`config.mk`:
```
export PLATFORM = sky130hd
export DESIGN_NAME = image_buffer_ctrl
export DESIGN_NICKNAME = d
export VERILOG_FILES = /design/src/rtl/image_buffer_ctrl.sv
export SDC_FILE = /design/constraint.sdc
export NUM_CORES = 1
export LEC_CHECK = 0
export ABC_AREA = 1
export CAP_MARGIN = 20
export CELL_PAD_IN_SITES_DETAIL_PLACEMENT = 2
export CELL_PAD_IN_SITES_GLOBAL_PLACEMENT = 2
export CORE_ASPECT_RATIO = 0.5
export CORE_UTILIZATION = 18
export CTS_CLUSTER_SIZE = 20
export DETAILED_ROUTE_END_ITERATION = 12
export GPL_ROUTABILITY_DRIVEN = 0
export PLACE_DENSITY_LB_ADDON = 0.1
export SLEW_MARGIN = 20
export SYNTH_ARGS = -nofsm -noshare
export SYNTH_HDL_FRONTEND = slang
export SYNTH_SLANG_ARGS = --single-unit
```
`constraint.sdc`:
```
create_clock -name clk -period 3.3 [get_ports clk]
set_input_delay 0.66 -clock clk [delete_from_list [all_inputs] [get_ports clk]]
set_output_delay 0.66 -clock clk [all_outputs]
set_load 0.02 [all_outputs]
```
`src/rtl/image_buffer_ctrl.sv`:
```
// image_buffer_ctrl: loads a raster image into a 1-cycle-latency BRAM, then streams it out with valid/ready/last.
// Optional IMG_CTRL_REPLAY_EN: readout returns to LOADED for re-streaming; a clear input forces a new load.
module image_buffer_ctrl #(
  parameter int DATA_WIDTH = 8,
  parameter int ADDR_WIDTH = 4,
  parameter int NUM_PIXELS = 16
) (
  input  logic                  clk,
  input  logic                  rst,
  input  logic                  in_valid,
  input  logic [DATA_WIDTH-1:0] in_data,
  output logic                  in_ready,
  input  logic                  start,
`ifdef IMG_CTRL_REPLAY_EN
  input  logic                  clear,
`endif
  output logic                  out_valid,
  output logic [DATA_WIDTH-1:0] out_data,
  output logic                  out_last,
  input  logic                  out_ready,
  output logic                  mem_write_en,
  output logic [ADDR_WIDTH-1:0] mem_write_addr,
  output logic [DATA_WIDTH-1:0] mem_write_data,
  output logic [ADDR_WIDTH-1:0] mem_read_addr,
  input  logic [DATA_WIDTH-1:0] mem_read_data,
  output logic                  image_loaded,
  output logic                  busy,
  output logic                  done
);
  typedef enum logic [1:0] {LOAD, LOADED, STREAM} state_t;
  localparam logic [ADDR_WIDTH-1:0] LAST = ADDR_WIDTH'(NUM_PIXELS - 1);
  state_t state, state_n;
  logic [ADDR_WIDTH-1:0] wr_idx, rd_idx;
  logic in_hs, out_hs;
  always_comb begin
    in_ready       = state == LOAD;
    out_valid      = state == STREAM;
    busy           = out_valid;
    image_loaded   = state != LOAD;
    out_last       = out_valid && rd_idx == LAST;
    out_data       = mem_read_data;
    in_hs          = in_valid && in_ready;
    out_hs         = out_valid && out_ready;
    mem_write_en   = in_hs;
    mem_write_addr = wr_idx;
    mem_write_data = in_data;
    // Prefetch the next pixel on a handshake, otherwise re-read the current one to hold out_data.
    mem_read_addr  = out_valid ? ((out_ready && !out_last) ? rd_idx + 1'b1 : rd_idx) : '0;
  end
  always_comb begin
    state_n = state;
    if (state == LOAD && in_hs && wr_idx == LAST) state_n = LOADED;
`ifdef IMG_CTRL_REPLAY_EN
    if (state == LOADED) state_n = clear ? LOAD : start ? STREAM : LOADED;
    if (out_hs && out_last) state_n = LOADED;
`else
    if (state == LOADED && start) state_n = STREAM;
    if (out_hs && out_last) state_n = LOAD;
`endif
  end
  always_ff @(posedge clk) begin
    if (rst) begin
      state  <= LOAD;
      wr_idx <= '0;
      rd_idx <= '0;
      done   <= 1'b0;
    end else begin
      state  <= state_n;
      done   <= out_hs && out_last;
      wr_idx <= in_hs ? (wr_idx == LAST ? '0 : wr_idx + 1'b1) : wr_idx;
      rd_idx <= state == LOADED ? '0 : out_hs ? (out_last ? '0 : rd_idx + 1'b1) : rd_idx;
    end
  end
endmodule

```
==> impl_metrics.prom <==
# TYPE chip_impl_metric gauge
chip_impl_info{name="run_status",value="completed"} 1
chip_impl_metric{name="vdd.ir_drop.worst",unit="uV"} 93.2
chip_impl_info{name="crit_type",value="in -> out"} 1
chip_impl_metric{name="critical_path_arrival",unit="ps"} 2320
chip_impl_metric{name="place.detailed.instances",unit=""} 166
chip_impl_metric{name="buffer_ports.inserted",unit=""} 19
chip_impl_metric{name="placed_cell_area",unit="sq um"} 892
chip_impl_metric{name="internal_power",unit="uW"} 237
chip_impl_info{name="grt_setup_unrepaired",value="false"} 1
chip_impl_metric{name="leakage",unit="uW"} 0.000399
chip_impl_metric{name="grt_overflow",unit=""} 0
chip_impl_metric{name="routed-via-count",unit=""} 673
chip_impl_metric{name="final_min_period_over_clock_period",unit="%"} 90.3
chip_impl_metric{name="remaining_drc_errors",unit=""} 0
chip_impl_info{name="worstSetupStartpointType",value="input port"} 1
chip_impl_metric{name="post_synthesis_sequential_area_ratio",unit="%"} 28.9
chip_impl_metric{name="timing_worst_slew_pin_value",unit="ps"} 247
chip_impl_metric{name="chipHeight",unit="microns"} 48.0
chip_impl_metric{name="clkSinkCount",unit=""} 11
chip_impl_metric{name="postRouteAntennaNets",unit=""} 0
chip_impl_metric{name="clkLatencyLatePin",unit="ps"} 240
chip_impl_metric{name="synth_cells",unit=""} 110
chip_impl_metric{name="wire_length_of_the_first_global_routing_pass",unit="mm"} 3.09
chip_impl_metric{name="synth.lib_cells_used.distinct",unit=""} 19
chip_impl_metric{name="wl",unit="mm"} 1.88
chip_impl_metric{name="antenna_cells",unit=""} 0
chip_impl_info{name="tritoncts_clock_tree",value="yes"} 1
chip_impl_metric{name="final-setup-viol-count",unit=""} 0
chip_impl_metric{name="area_growth_syn_to_layout",unit="%"} 23.0
chip_impl_metric{name="tritoncts.num_buffers",unit=""} 3
chip_impl_metric{name="synthesis.area",unit="sq um"} 762
chip_impl_metric{name="all_layer_gr_usage",unit="%"} 9.35
chip_impl_metric{name="post_route_cells_drive_above_1_share",unit="%"} 10.3
chip_impl_metric{name="cts_repair_resize_count",unit=""} 0
chip_impl_metric{name="period_needed",unit="ps"} 2980
chip_impl_metric{name="finalHoldViolations",unit=""} 0
chip_impl_metric{name="maxSlewViolCount",unit=""} 0
chip_impl_metric{name="deepest_clock_path_buffer_count",unit=""} 2
chip_impl_metric{name="pin_count_of_the_biggest_net_entering_global_routing",unit=""} 9
chip_impl_info{name="critPathCaptureType",value="output port"} 1
chip_impl_metric{name="vias_in_the_first_global_route",unit=""} 632
chip_impl_metric{name="fin_skew",unit="ps"} 1.29
chip_impl_metric{name="clock_tree.htree_level_count",unit=""} 1
chip_impl_metric{name="final.setup.tns",unit="ps"} 0
chip_impl_metric{name="post_cts_hold_buffer_count",unit=""} 0
chip_impl_metric{name="fin_cells",unit=""} 170
chip_impl_metric{name="number_of_maximum_capacitance_constraint_violations",unit=""} 0
chip_impl_metric{name="postSynthNetCount",unit=""} 133
chip_impl_metric{name="power.clock.fraction",unit="%"} 44.8
chip_impl_metric{name="routed_via_density",unit=""} 3.96
chip_impl_metric{name="ys_warn_count",unit=""} 0
chip_impl_info{name="mostFrequentLayoutCell",value="sky130_fd_sc_hd__nand2_1"} 1
chip_impl_metric{name="first_pass_iters",unit=""} 2
chip_impl_metric{name="detailed_place_hpwl",unit="mm"} 1.54
chip_impl_metric{name="power.share.combinational",unit="%"} 10.3
chip_impl_metric{name="drt_iter0_drcs",unit=""} 8
chip_impl_metric{name="synth_area_per_cell",unit="sq um"} 6.93
chip_impl_metric{name="clkTransAtPathRegs",unit="ps"} 50
chip_impl_metric{name="max-slew-margin-rel",unit="%"} 83.4
chip_impl_metric{name="max_clock_freq",unit="GHz"} 0.336
chip_impl_metric{name="power.share.switching",unit="%"} 23.6
chip_impl_metric{name="die_x",unit="microns"} 94.0
chip_impl_metric{name="antenna_found_initial",unit=""} 0
chip_impl_metric{name="cellPowerDensity",unit="mW/mm^2"} 331
chip_impl_info{name="classification_of_the_worst_slack_hold_path",value="reg -> reg"} 1
chip_impl_metric{name="num-nets-final",unit=""} 140
chip_impl_info{name="layout.cells.most_common_list",value="20 x sky130_fd_sc_hd__nand2_1, 19 x sky130_fd_sc_hd__clkdlybuf4s50_1, 15 x sky130_fd_sc_hd__inv_1"} 1
chip_impl_metric{name="worst_ep_required_time",unit="ps"} 2640
chip_impl_metric{name="worst-path-max-fanout",unit=""} 5
chip_impl_metric{name="final_cell_area",unit="sq um"} 937
chip_impl_metric{name="floorplan.initialDensity",unit="%"} 19.1
chip_impl_metric{name="power.net_switching",unit="uW"} 73.3
chip_impl_metric{name="final_util",unit="%"} 23.5
chip_impl_metric{name="cts_setup_buffers",unit=""} 0
chip_impl_metric{name="route.detailed.wl_per_inst",unit="microns"} 11.1
chip_impl_metric{name="placement_rows",unit=""} 16
chip_impl_metric{name="register_share_of_total_power",unit="%"} 44.9
chip_impl_metric{name="yosys_register_bits",unit=""} 11
chip_impl_metric{name="die_area",unit="sq mm"} 0.00451
chip_impl_metric{name="io-pin-count",unit=""} 52
chip_impl_info{name="clock_tree.root_cell",value="sky130_fd_sc_hd__clkbuf_8"} 1
chip_impl_metric{name="core",unit="sq mm"} 0.00398
[power groups by stage]
stage          sequential, uW  combinational, uW  clock, uW
6_report                  139               31.9        139
5_1_grt                   140               35.7        155
4_1_cts                   139               32.9        147
3_5_place_dp              142               32.7          0
3_3_place_gp              142               32.8          0
2_1_floorplan             145               41.5          0
[worst max-delay path: stages]
cell and delay (ps):
sky130_fd_sc_hd__clkdlybuf4s50_1 520, sky130_fd_sc_hd__nand3_2 150, sky130_fd_sc_hd__inv_2 110, sky130_fd_sc_hd__nand2_1 90, sky130_fd_sc_hd__o21ai_0 90, sky130_fd_sc_hd__nand2_1 70
sky130_fd_sc_hd__inv_1 50, sky130_fd_sc_hd__clkdlybuf4s50_1 580
[flip-flops by register name, indices dropped and copies added (netlist names)]
register	cells
mem_write_addr	4
done	1
rd_idx	4
state	2
[routing by layer]
layer	share of wire (%)	GRT usage (%)	vias up
met2	44	15.2	28
li1	-	-	336
met3	5.7	3.49	4
met4	0.90	2.15	0
met1	49	12.1	305
met5	0	0	-
[logic make-up (layout without fill, tap and decap cells)]
logic type / Yosys count / count (layout) / synth area share (%)
AOI/OAI and AO/OA: 17 / 17 / 13.8
xor gates and xnor gates: 3 / 3 / 3.45
adders and majority gates: 2 / 2 / 3.28
buffers and inverters: 34 / 40 / 25.1
DFF: 11 / 11 / 28.9
and+or+nand+nor: 43 / 43 / 25.5
[final timing paths]
| path | startpoint | to | slack, ps | cells past startpoint |
|---|---|---|---|---|
| hold / removal | rd_idx[1] | rd_idx[1] | 540 | 2 |
| hold reg to reg | rd_idx[1] | rd_idx[1] | 540 | 2 |
| setup reg to reg | rd_idx[0] | rd_idx[3] | 2070 | 6 |
| setup / recovery | out_ready | mem_read_addr[2] | 320 | 8 |
[layout make-up]
type,instances,area (sq um)
clock buffers,4,45.0
fillers,471,3050
flip-flops and latches,11,220
well taps,54,67.6
inverters,17,63.8
multi-input cells,65,350
repair buffers,19,190
[synthesized netlist by cell type (all sizes together)]
cell    count  area [sq um]
buf        17           128
dfxtp      11           220
xor2        2          17.5
a21oi       7          38.8
nand2      22          87.6
nand4       1          6.26
inv        17          63.8
nor2       14          60.1
o21bai      2          26.3
nand3       6          40.0
xnor2       1          8.76
ha          2          25.0
o21ai       8          40.0
[metrics by stage]
stage / hold WS [ps] / total power [uW] / setup WS [ps]
3_5_place_dp: 534 / 175 / 292
5_1_grt: 564 / 330 / 176
4_1_cts: 543 / 320 / 299
3_3_place_gp: 535 / 175 / 359
2_1_floorplan: 484 / 187 / 1410
6_report: 537 / 310 / 321
No activity file was read; power rests on OpenSTA's default activity.
